**src/rtl/cpu_pkg.sv**
```systemverilog
// Shared CPU types for the EX-stage multiply/divide engine.
package cpu_pkg;

    typedef enum logic [2:0] {
        MD_MUL    = 3'd0,
        MD_MULH   = 3'd1,
        MD_MULHSU = 3'd2,
        MD_MULHU  = 3'd3,
        MD_DIV    = 3'd4,
        MD_DIVU   = 3'd5,
        MD_REM    = 3'd6,
        MD_REMU   = 3'd7
    } muldiv_op_e;

    typedef enum logic [1:0] {
        IDLE     = 2'd0,
        MUL_ITER = 2'd1,
        DIV_ITER = 2'd2,
        DONE     = 2'd3
    } muldiv_state_e;

    localparam logic [6:0]  MULDIV_FUNCT7  = 7'b0000001;
    localparam logic [31:0] DIV_BY_ZERO_Q  = '1;

endpackage

```
**src/rtl/ex_muldiv_unit_if.sv**
```systemverilog
// ID/EX -> mul/div handshake: operands in, stall/done/result back.
interface ex_muldiv_unit_if #(parameter int XLEN = 32);
    logic            start;
    logic [2:0]      op;
    logic [XLEN-1:0] rs1_data;
    logic [XLEN-1:0] rs2_data;
    logic            flush;
    logic            stall;
    logic            done;
    logic [XLEN-1:0] result;

    modport master (output start, op, rs1_data, rs2_data, flush,
                    input  stall, done, result);
    modport slave  (input  start, op, rs1_data, rs2_data, flush,
                    output stall, done, result);
endinterface

```
**src/rtl/muldiv_signfix.sv**
```systemverilog
// Combinational operand magnitude/sign extraction and final result sign fix-up.
module muldiv_signfix
    import cpu_pkg::*;
#(
    parameter int XLEN = 32
) (
    input  muldiv_op_e        op_in,
    input  logic [XLEN-1:0]   a,
    input  logic [XLEN-1:0]   b,
    output logic [XLEN-1:0]   a_mag,
    output logic [XLEN-1:0]   b_mag,
    output logic              neg_p,
    output logic              neg_r,
    input  muldiv_op_e        fix_op,
    input  logic              fix_neg_p,
    input  logic              fix_neg_r,
    input  logic [2*XLEN-1:0] prod,
    input  logic [XLEN-1:0]   quo,
    input  logic [XLEN-1:0]   rem,
    output logic [XLEN-1:0]   result
);
    logic              sa, sb;
    logic [2*XLEN-1:0] prod_f;
    logic [XLEN-1:0]   quo_f, rem_f;

    // MUL low word is sign-agnostic, so it runs on raw (unsigned) operands
    assign sa    = (op_in inside {MD_MULH, MD_MULHSU, MD_DIV, MD_REM}) & a[XLEN-1];
    assign sb    = (op_in inside {MD_MULH, MD_DIV, MD_REM}) & b[XLEN-1];
    assign a_mag = sa ? -a : a;
    assign b_mag = sb ? -b : b;
    assign neg_p = sa ^ sb;
    assign neg_r = sa;

    assign prod_f = fix_neg_p ? -prod : prod;
    assign quo_f  = fix_neg_p ? -quo  : quo;
    assign rem_f  = fix_neg_r ? -rem  : rem;

    always_comb begin
        result = prod_f[XLEN-1:0];
        case (fix_op)
            MD_MUL:                       result = prod_f[XLEN-1:0];
            MD_MULH, MD_MULHSU, MD_MULHU: result = prod_f[2*XLEN-1:XLEN];
            MD_DIV, MD_DIVU:              result = quo_f;
            MD_REM, MD_REMU:              result = rem_f;
            default:                      result = prod_f[XLEN-1:0];
        endcase
    end
endmodule

```
**src/rtl/ex_muldiv_unit.sv**
```systemverilog
// Multi-cycle RV32M multiply/divide engine (radix-2 restoring divide).
// MULDIV_FAST_MUL_EN: single-cycle multiply instead of 32-step shift-add.
module ex_muldiv_unit
    import cpu_pkg::*;
#(
    parameter int XLEN  = 32,
    parameter int CNT_W = 5
) (
    input  logic           clock,
    input  logic           reset,
    ex_muldiv_unit_if.slave bus
);
    muldiv_state_e     state;
    muldiv_op_e        op_i, op_q, fix_op;
    logic              neg_p_i, neg_r_i, neg_p_q, neg_r_q, fix_neg_p, fix_neg_r;
    logic [CNT_W-1:0]  cnt;
    logic [XLEN-1:0]   hi_q, lo_q, mcand_q, a_mag, b_mag, fix_result, result_q;
    logic              done_q;
    logic [2*XLEN-1:0] fix_prod;
    logic [XLEN:0]     div_tmp, div_diff;
    logic              div_ge, div_zero, div_ovf, is_rem;
    logic [XLEN-1:0]   div_rem_n, div_quo_n;

    assign op_i      = muldiv_op_e'(bus.op);
    assign bus.stall = bus.start & ~done_q;
    assign bus.done  = done_q;
    assign bus.result = result_q;

    assign is_rem   = op_i[1];
    assign div_zero = (bus.rs2_data == '0);
    assign div_ovf  = ~op_i[0] & (bus.rs1_data == {1'b1, {(XLEN-1){1'b0}}}) & (&bus.rs2_data);

    // Divide: hi_q = partial remainder, lo_q = dividend shifting out / quotient shifting in
    assign div_tmp   = {hi_q, lo_q[XLEN-1]};
    assign div_diff  = div_tmp - {1'b0, mcand_q};
    assign div_ge    = ~div_diff[XLEN];
    assign div_rem_n = div_ge ? div_diff[XLEN-1:0] : div_tmp[XLEN-1:0];
    assign div_quo_n = {lo_q[XLEN-2:0], div_ge};

`ifdef MULDIV_FAST_MUL_EN
    assign fix_prod  = {{XLEN{1'b0}}, a_mag} * {{XLEN{1'b0}}, b_mag};
    assign fix_op    = (state == IDLE) ? op_i    : op_q;
    assign fix_neg_p = (state == IDLE) ? neg_p_i : neg_p_q;
    assign fix_neg_r = (state == IDLE) ? neg_r_i : neg_r_q;
`else
    logic [XLEN:0]   mul_sum;
    logic [XLEN-1:0] mul_hi_n, mul_lo_n;
    // Multiply: {hi_q, lo_q} shifts right, multiplier bits consumed from lo_q[0]
    assign mul_sum   = {1'b0, hi_q} + (lo_q[0] ? {1'b0, mcand_q} : '0);
    assign mul_hi_n  = mul_sum[XLEN:1];
    assign mul_lo_n  = {mul_sum[0], lo_q[XLEN-1:1]};
    assign fix_prod  = {mul_hi_n, mul_lo_n};
    assign fix_op    = op_q;
    assign fix_neg_p = neg_p_q;
    assign fix_neg_r = neg_r_q;
`endif

    muldiv_signfix #(.XLEN(XLEN)) u_signfix (
        .op_in     (op_i),
        .a         (bus.rs1_data),
        .b         (bus.rs2_data),
        .a_mag     (a_mag),
        .b_mag     (b_mag),
        .neg_p     (neg_p_i),
        .neg_r     (neg_r_i),
        .fix_op    (fix_op),
        .fix_neg_p (fix_neg_p),
        .fix_neg_r (fix_neg_r),
        .prod      (fix_prod),
        .quo       (div_quo_n),
        .rem       (div_rem_n),
        .result    (fix_result)
    );

    always_ff @(posedge clock or posedge reset) begin
        if (reset) begin
            state    <= IDLE;
            op_q     <= MD_MUL;
            neg_p_q  <= 1'b0;
            neg_r_q  <= 1'b0;
            cnt      <= '0;
            hi_q     <= '0;
            lo_q     <= '0;
            mcand_q  <= '0;
            done_q   <= 1'b0;
            result_q <= '0;
        end else begin
            done_q <= 1'b0;
            if (bus.flush) begin
                state <= IDLE;
            end else begin
                case (state)
                    IDLE: if (bus.start) begin
                        op_q    <= op_i;
                        neg_p_q <= neg_p_i;
                        neg_r_q <= neg_r_i;
                        cnt     <= CNT_W'(XLEN-1);
                        if (op_i[2]) begin
                            if (div_zero) begin
                                result_q <= is_rem ? bus.rs1_data : DIV_BY_ZERO_Q;
                                done_q   <= 1'b1;
                                state    <= DONE;
                            end else if (div_ovf) begin
                                result_q <= is_rem ? '0 : {1'b1, {(XLEN-1){1'b0}}};
                                done_q   <= 1'b1;
                                state    <= DONE;
                            end else begin
                                hi_q    <= '0;
                                lo_q    <= a_mag;
                                mcand_q <= b_mag;
                                state   <= DIV_ITER;
                            end
                        end else begin
`ifdef MULDIV_FAST_MUL_EN
                            result_q <= fix_result;
                            done_q   <= 1'b1;
                            state    <= DONE;
`else
                            hi_q    <= '0;
                            lo_q    <= b_mag;
                            mcand_q <= a_mag;
                            state   <= MUL_ITER;
`endif
                        end
                    end
`ifndef MULDIV_FAST_MUL_EN
                    MUL_ITER: begin
                        hi_q <= mul_hi_n;
                        lo_q <= mul_lo_n;
                        cnt  <= cnt - 1'b1;
                        if (cnt == '0) begin
                            result_q <= fix_result;
                            done_q   <= 1'b1;
                            state    <= DONE;
                        end
                    end
`endif
                    DIV_ITER: begin
                        hi_q <= div_rem_n;
                        lo_q <= div_quo_n;
                        cnt  <= cnt - 1'b1;
                        if (cnt == '0) begin
                            result_q <= fix_result;
                            done_q   <= 1'b1;
                            state    <= DONE;
                        end
                    end
                    DONE:    state <= IDLE;
                    default: state <= IDLE;
                endcase
            end
        end
    end

    // ID/EX must hold the op until done (or a flush kills it)
    a_start_held: assert property (@(posedge clock) disable iff (reset)
        (state != IDLE && !bus.flush) |-> bus.start);

endmodule
```
**src/flat_wrapper.sv**
```systemverilog
// flat-port wrapper written by rule: the top's interface ports become plain ports
module ex_muldiv_unit_flat import cpu_pkg::*;
#(
    parameter int XLEN  = 32,
    parameter int CNT_W = 5
)
  (clock, reset, bus_start, bus_op, bus_rs1_data, bus_rs2_data, bus_flush, bus_stall, bus_done, bus_result);
  ex_muldiv_unit_if #(.XLEN(XLEN)) bus_i ();
  input  logic clock;
  input  logic reset;
  input wire logic [$bits(bus_i.start)-1:0] bus_start;
  input wire logic [$bits(bus_i.op)-1:0] bus_op;
  input wire logic [$bits(bus_i.rs1_data)-1:0] bus_rs1_data;
  input wire logic [$bits(bus_i.rs2_data)-1:0] bus_rs2_data;
  input wire logic [$bits(bus_i.flush)-1:0] bus_flush;
  output wire logic [$bits(bus_i.stall)-1:0] bus_stall;
  output wire logic [$bits(bus_i.done)-1:0] bus_done;
  output wire logic [$bits(bus_i.result)-1:0] bus_result;
  assign bus_i.start = bus_start;
  assign bus_i.op = bus_op;
  assign bus_i.rs1_data = bus_rs1_data;
  assign bus_i.rs2_data = bus_rs2_data;
  assign bus_i.flush = bus_flush;
  assign bus_stall = bus_i.stall;
  assign bus_done = bus_i.done;
  assign bus_result = bus_i.result;
  ex_muldiv_unit #(.XLEN(XLEN), .CNT_W(CNT_W)) u_core (.clock(clock), .reset(reset), .bus(bus_i));
endmodule
```
**config.mk**
```make
export PLATFORM = sky130hd
export DESIGN_NAME = ex_muldiv_unit_flat
export DESIGN_NICKNAME = d
export VERILOG_FILES = /design/src/rtl/cpu_pkg.sv /design/src/rtl/ex_muldiv_unit_if.sv /design/src/rtl/muldiv_signfix.sv /design/src/rtl/ex_muldiv_unit.sv /design/src/flat_wrapper.sv
export SDC_FILE = /design/constraint.sdc
export NUM_CORES = 1
export LEC_CHECK = 0
export ABC_AREA = 1
export BUFFER_PORTS_ARGS = -buffer_cell sky130_fd_sc_hd__buf_4
export CAP_MARGIN = 15
export CELL_PAD_IN_SITES_DETAIL_PLACEMENT = 1
export CELL_PAD_IN_SITES_GLOBAL_PLACEMENT = 2
export CORE_AREA = 2 2 264 266
export DETAILED_ROUTE_END_ITERATION = 6
export DIE_AREA = 0 0 266 268
export PLACE_DENSITY_LB_ADDON = 0.1
export SLEW_MARGIN = 20
export SYNTH_ARGS = -nofsm -noshare
export SYNTH_HDL_FRONTEND = slang
export SYNTH_HIERARCHICAL = 1
export SYNTH_SLANG_ARGS = --single-unit
```
**constraint.sdc**
```tcl
create_clock -name clock -period 4.43 [get_ports clock]
set_clock_uncertainty 0.1 [all_clocks]
set_input_delay 0.443 -clock clock [delete_from_list [all_inputs] [get_ports clock]]
set_output_delay 0.443 -clock clock [all_outputs]
set_load 0.02 [all_outputs]
```
==> results of run 1 <==
final cells by class:
type | instances | area [um2]
inverter | 568 | 2140
clock buffer | 17 | 425
clock inverter | 15 | 173
sequential | 141 | 3540
timing repair buffer | 258 | 2030
multi-input combinational | 2899 | 14700
antenna | 1 | 2.50
tap | 882 | 1100
fill | 9301 | 44200
kinds of logic (layout without fill, tap and decap cells):
group           after synthesis  count (layout)  share of synthesized area, %
other cells                   0               1                             0
mux                           2               2                         0.110
buf+inv                     686             858                          13.2
flops                       141             141                          17.3
simple gates               2202            2205                          46.1
xor+xnor                    101             101                          4.33
compound gates              513             513                          14.2
fa+ha+maj                    78              78                          4.85
cell usage after synthesis (all sizes together), types with 2 or more instances:
| library cell | n |
|---|---|
| inv | 564 |
| fa | 2 |
| xnor2 | 33 |
| o21bai | 8 |
| xor2 | 68 |
| a31oi | 8 |
| mux2 | 2 |
| o21ai | 278 |
| nor3 | 43 |
| buf | 56 |
| o211ai | 34 |
| nor4 | 12 |
| or2 | 9 |
| clkinv | 4 |
| a211oi | 2 |
| clkbuf | 62 |
| nand2 | 1269 |
| and2 | 46 |
| nand3 | 337 |
| a21boi | 2 |
| nand4 | 73 |
| o2111ai | 3 |
| o22ai | 33 |
| a21oi | 99 |
| o21a | 38 |
| nand3b | 26 |
| nor2 | 386 |
| a22oi | 2 |
| a21o | 5 |
| dfrtp | 141 |
| ha | 76 |
worst max path at each step:
stage	startpoint	to	slack [ns]	cells after the start
6_report	u_core/lo_q[0]	u_core/bus.result[29]	0.21	22
5_1_grt	u_core/lo_q[0]	u_core/bus.result[30]	-0.02	26
4_1_cts	u_core/mcand_q[5]	u_core/bus.result[23]	0.002	28
3_5_place_dp	u_core/hi_q[18]	u_core/bus.result[12]	-0.18	23
3_3_place_gp	u_core/mcand_q[0]	u_core/bus.result[12]	-0.19	26
2_1_floorplan	reset	u_core/bus.done	0.11	1
power by group through the flow:
stage	Combinational [W]	Sequential, W	Clock (W)
2_1_floorplan	0.00673	0.00237	0
3_5_place_dp	0.0111	0.00276	0
5_1_grt	0.0128	0.00279	0.00168
4_1_cts	0.0112	0.00274	0.00164
3_3_place_gp	0.0110	0.00274	0
6_report	0.0118	0.00275	0.00160
registers in the layout, summed over array words and instances, names as in the netlist:
| name | flops |
|---|---|
| u_core/mcand_q | 32 |
| u_core/fix_op | 3 |
| u_core/cnt | 5 |
| u_core/fix_neg_r | 1 |
| u_core/hi_q | 32 |
| u_core/bus.done | 1 |
| u_core/fix_neg_p | 1 |
| u_core/state | 2 |
| u_core/lo_q | 32 |
| u_core/bus.result | 32 |
metal layers:
metal / wire (um) / share of wire (%) / vias up / GRT usage (%)
met5: 28 / 0.025 / - / 0
met4: 3850 / 3.4 / 4 / 10.3
met3: 4650 / 4.1 / 145 / 3.14
met2: 54300 / 48 / 639 / 54.7
met1: 50200 / 44 / 12500 / 40.5
li1: - / - / 12200 / -
cells in the final DEF, fill, tap and decap left out, types with 12 or more instances in the layout:
cell,instances
nand2_1,1238
inv_1,552
nor2_1,345
nand3_1,322
buf_4,250
o21ai_0,232
dfrtp_1,130
a21oi_1,90
nand4_1,73
xor2_1,68
ha_1,64
nor3_1,39
o21a_1,38
o21ai_1,37
and2_1,34
o211ai_1,34
o22ai_1,33
xnor2_1,33
nor2_2,31
nand3b_1,25
nand2_2,23
clkbuf_16,17
nor4_1,12
worst reg2reg max path, cell delays in order (launching register included):
cell and delay, ns:
dfrtp_1 0.43, buf_12 0.18, buf_6 0.15, nand2_1 0.07
inv_1 0.04, ha_1 0.39, a21oi_1 0.36, o21ai_0 0.17
a21oi_1 0.17, o21a_1 0.17, nand3_1 0.11, and2_1 0.24
inv_1 0.19, nand3_1 0.17, nor2_1 0.17, nand2_1 0.10
o21ai_2 0.14, nand3_1 0.09, nand3_1 0.10, nand4_1 0.26
nand2_1 0.15, nand3_1 0.08, o21a_1 0.12
stage by stage:
stage | power [W] | cell area [um2] | utilization [%] | TNS, ns
2_1_floorplan | 0.00910 | 20400 | - | 0
3_3_place_gp | 0.0138 | 22900 | 33.6 | -0.660
3_5_place_dp | 0.0139 | 22900 | 33.6 | -0.945
4_1_cts | 0.0156 | 23600 | 34.6 | 0
5_1_grt | 0.0173 | 24100 | 35.3 | -0.0350
6_report | 0.0161 | 24100 | 35.3 | 0
what timing repair did:
| item | in CTS | in global routing |
|---|---|---|
| setup endpoints to repair | 13 | 27 |
| pin swaps | 2 | 15 |
| cloned | 0 | 3 |
| setup buffers | 0 | 7 |
| resized for setup | 10 | 123 |
==> impl_results.md, run 1 <==
* Post-Syn Nets at a little under 4000
* WL/cell at 23.6 um
* Hold slack at -0.0146 ns
* Layout Cells excl Fill at about 4800
* H-tree levels at 4
* Worst slack, placed at -0.184 ns
* Layout area overhead at 17.8%
* Seq pwr share at about 17%
* Critical path arrival at between 4 and 5 ns
* Initial drt markers at between 1500 and 2000
* Worst Setup End Kind: flip-flop
* R2r setup slk at roughly 0.21 ns
* Hold_buf cts at 0
* I/O Buffers at between 100 and 150
* Max Fanout on Critical Path at 19
* Synth area leaders: nand2_1, dfrtp_1, inv_1, nand3_1, nor2_1
* FF+latch count, synth at around 140
* Gate power share at between 70% and 80%
* Violated checks: hold timing
* Post-synth EDFFs at 0
* Min Tclk post-route at 4.22 ns
* Clock latency on the worst-skew pair at approximately 0.5 ns
* R2r endpoint: u_core/bus.result[29]
* Synthesized instance count at between 3000 and 4000
* Fmax at approximately 0.24 GHz
* Vias at ~25000
* Share of the synthesized area in the top cell type at 22.8%
* Internal power at 0.00638 W
* Die ar. at roughly 0.071 mm2
* Reg clk slew, reported paths at around 0.090 ns
* Core Area at about 0.068 mm2
* Final worst-path cycle share at between 90% and 100%
* Chip height at roughly 270 um
* DRC at 0
* Vias/cell at between 5 and 6
* Largest net degree at the start of global routing at between 80 and 90
* Leakage at ~13 nW
* Unrepaired setup endpoints after global routing: yes
* HPWL after DPL at 94.3 mm
* CTS Buf Count at 17
* CTS tree: yes
* Post-synthesis instance area at 0.0204 mm2
* R2r worst-path depth at 22
* Worst path slowest cell: dfrtp_1
* Ys Warns at 6
* First-pass GRT wire length at ~170 mm
* Sinks on the clock net at 141
* Vias in the first global route at ~25000
* FFs w/ async S/R, synth at between 90% and 100%
* Switching Power at between 0.009 and 0.01 W
* Initial antenna violation count at 4
* Final setup violation count at 0
* Worst slew pin tran at ~1.1 ns
* Placed cells at 4738
* Most frequent CP cell: nand3_1
* Clock network fraction of total power at around 9.9%
* Reg2reg start: u_core/lo_q[0]
* Worst ir drop on vdd at ~0.67 mV
* Layout cells sized above 1 at roughly an eighth
* Die X at 266 um
* Final worst slack at about 0.2 ns
* Total Routing Usage GR at between 30% and 40%
* Bufs on Longest Clock Path at 2
* Status: complete, but fails checks
* Critical-path cell list: buf_12 -> buf_6 -> nand2_1 -> inv_1 -> ha_1 -> a21oi_1 -> o21ai_0 -> a21oi_1 -> o21a_1 -> nand3_1 -> and2_1 -> inv_1 -> nand3_1 -> nor2_1 -> nand2_1 -> o21ai_2 -> nand3_1 -> nand3_1 -> nand4_1 -> nand2_1 -> nand3_1 -> o21a_1
* Syn Area/Cell at between 5 and 6 um2
* Sequential share of the synthesized area at 17.3%
* Max Slew Vio Count at 0
* Worst endpoint required time at around 4.7 ns
* Max-cap violations at 0
* CP Launch Type: flip-flop
* Initial Util at between 20 and 30%
* Slew margin rel. at about 30%
* Clk root buf: clkbuf_16
* FP Rows at 96
* Global route overflow at 0
* GPL Wtd Cong at 0.953
* Layout net count at roughly 4000
* Crit-path max cell delay at roughly 0.43 ns
* Hold Crit Class: input port to async pin
* Sw frac at about three fifths
* Worst path top cell family by delay: simple AND/OR/NAND/NOR gates
* Cell taking the most area after synthesis: nand2_1
* Fin. Hold Viols at 3
* Synth cell types at 53
* WL final at 113 mm
* Post-route ant nets at 0
* CP Buf/Inv Count at 4
* Critical path type: flip-flop to flip-flop
* Drt first pass iters at 5
* PD cells at approximately 670 mW/mm2
* Prevailing post-synth register cell: dfrtp_1
* IO Count at roughly 110
Power figures use the tool's default switching activity.
==> inputs of run 2 (changes only) <==
Settings changed: CORE_AREA 2 2 264 266 to 2 2 251 253, DIE_AREA 0 0 266 268 to 0 0 253 255, SYNTH_HIERARCHICAL 1 to default.
==> impl_results.md, run 2 <==
* Status: finished, final reports clean
* WL final at between 100 and 150 mm
* Hold slack at roughly 0.055 ns
* Cell taking the most area after synthesis: dfrtp_1
* Initial drt markers at between 1500 and 2000
* Min Tclk post-route at around 4.3 ns
* Post-synth EDFFs at 0
* Final worst-path cycle share at 96.8%
* Prevailing post-synth register cell: dfrtp_1
* Worst path slowest cell: dfrtp_1
* Synth cell types at just over 60
* Post-synthesis instance area at ~0.018 mm2
* Total Routing Usage GR at approximately 35%
* H-tree levels at 4
* Synth area leaders: dfrtp_1, nand2_1, inv_1, nor2_1, nand3_1
* Vias at approximately 23000
* Commonest non-fill, non-tap cell in the layout: nand2_1
* Die X at between 200 and 300 um
* Sequential share of the synthesized area at a little under a fifth
* Main combinational cell family by area after synthesis: simple AND/OR/NAND/NOR gates
* CTS Buf Count at 17
* FFs w/ async S/R, synth at between 90% and 100%
* Unrepaired setup endpoints after global routing: yes
* Initial antenna violation count at 1
* Drt first pass iters at 5
* Slew margin rel. at between 20% and 30%
* Largest net degree at the start of global routing at 77
* Most frequent cells in the layout: nand2_1, inv_1, nor2_1
* Die ar. at about 0.065 mm2
* Critical path arrival at ~4.6 ns
* Layout area overhead at 16.6%
* DRC at 0
* First-pass GRT wire length at around 160 mm
* Bufs on Longest Clock Path at 2
* PD cells at slightly below 700 mW/mm2
* GPL Wtd Cong at between 1 and 1.5
* Worst slew pin tran at approximately 1.1 ns
* Final core utilization at between 30% and 40%
* Layout cells sized above 1 at between 10 and 15%
* Clk root buf: clkbuf_16
* CP Launch Type: flip-flop
* CP Buf/Inv Count at 2
* Layout net count at 3495
* Commonest cells post-synth: nand2_1, inv_1, nor2_1
* Fin. Hold Viols at 0
* Worst ir drop on vdd at just over 0.7 mV
* Sinks on the clock net at roughly 140
* Post-Synth Adder-Cell Area at under 10%
* Worst path top cell family by delay: simple AND/OR/NAND/NOR gates
* WL/cell at between 20 and 30 um
* Leakage at approximately 11 nW
* Total power at ~0.015 W
* Max Fanout on Critical Path at 12
* Core Area at 0.0622 mm2
* Crit-path max cell delay at 0.45 ns
* Vias/cell at 5.54
* IO Count at 105
* Share of the synthesized area in the top cell type at 19.1%
* Final setup violation count at 0
* Synthesized instance count at approximately 3200
* Fmax at approximately 0.23 GHz
* FP Rows at 92
* Post-Syn Nets at approximately 3400
* Critical path type: flip-flop to flip-flop
* HPWL after DPL at 93.5 mm
* Post-Synth Simple-Gate Area at 40.0%
* Final worst slack at between 0.1 and 0.15 ns
* Synth Area in Compound Gates at roughly a fifth
* Initial Util at 29.6%
* Vias in the first global route at about 23000
* Cell Area, Placed at 0.0205 mm2
* Synth Area in XOR/XNOR at under 10%
* CTS tree: yes
* Reg clk slew, reported paths at approximately 0.08 ns
* Clock latency on the worst-skew pair at about 0.50 ns
* Multiplexer share of the synthesized area at 0%
* Critical-path cell list: inv_1 -> ha_2 -> nand2_1 -> inv_1 -> nand2_1 -> nand2_1 -> nand2_1 -> nand2_1 -> a21oi_4 -> nand2_4 -> nand2_4 -> nand2_4 -> nand2_1 -> nand2_4 -> nor2_4 -> nand2_2 -> nor3_4 -> nand3_2 -> nand2_1 -> nand2_1 -> nand3_1 -> nand3b_1 -> nand2_1 -> nand2_1
* Post-route ant nets at 0
* Chip height at approximately 260 um
* Worst endpoint required time at around 4.7 ns
* I/O Buffers at between 100 and 150
* FF+latch count, synth at 141
* Max Slew Vio Count at 0
* Hold Crit Class: input port to flip-flop
* Worst slack, placed at -0.0124 ns
* Ys Warns at 0
* Syn Area/Cell at between 5 and 6 um2
* Global route overflow at 0
* Most frequent CP cell: nand2_1
* Worst Setup End Kind: flip-flop
* Finished Cell Area at roughly 0.021 mm2
* Top-count cell post-synth: nand2_1
* Max-cap violations at 0
## run 2: cell count changes in the layout (fill, tap and decap cells not counted), moves of 41 or more
cell     previous run  this run
a21oi_1            90       177
o22ai_1            33        74
inv_1             552       463
nand2_1          1238       914
buf_4             250       204
nand3_1           322       227
## run 2: cell families after synthesis
family,after synthesis
xor gates and xnor gates,85
buffers and inverters,604
AOI/OAI and AO/OA,591
DFF,141
and+or+nand+nor,1728
adders and majority gates,78
## run 2: stage by stage
| step | TNS, ns | cells |
|---|---|---|
| final | 0 | 4159 |
| after global routing | -0.0693 | 4158 |
| after CTS | 0 | 4152 |
| after detailed placement | -0.0145 | 4119 |
| after global placement | -0.00594 | 4119 |
| after floorplan | 0 | 3227 |
## run 2: layout make-up
class	count	area, um2
Fill cell	8294	40700
Multi-Input combinational cell	2484	12800
Sequential cell	141	3530
Inverter	492	1850
Timing Repair Buffer	210	1620
Tap cell	799	1000
Clock buffer	18	439
Clock inverter	14	230
Antenna cell	1	2.50
## run 2: worst paths after layout
check,from,endpoint,slack (ns),cells after the start
max,u_core.mcand_q[27],u_core.bus.result[26],0.14,24
min,bus_flush,u_core.bus.done,0.06,2
max reg2reg,u_core.mcand_q[27],u_core.bus.result[26],0.14,24
min reg2reg,u_core.bus.result[29],u_core.bus.result[29],0.39,2
max in group asynchronous,reset,u_core.hi_q[22],2.74,4
min in group asynchronous,reset,u_core.state[1],0.50,3
## run 2: power breakdown
| part | leakage, nW | switching [W] | internal (W) |
|---|---|---|---|
| Sequential | 1.79 | 0.000589 | 0.00177 |
| Combinational | 8.95 | 0.00771 | 0.00300 |
| Clock | 0.324 | 0.000731 | 0.00103 |
| Total | 11.1 | 0.00903 | 0.00579 |
## run 2: per-layer routing
layer	track usage [%]	wire, um	part of all wire [%]
met5	0	12	0.011
met4	19.0	6870	6.1
met3	4.28	5450	4.9
met2	58.8	52800	47
met1	42.8	47200	42
## run 2: what timing repair did
action | CTS | global route
buffers inserted | 0 | 4
endpoints found under the setup margin | 2 | 22
gates cloned | 0 | 2
pin swaps | 0 | 9
hold endpoints to repair | 23 | 0
gates resized for setup | 2 | 59
hold buffers | 1 | 0
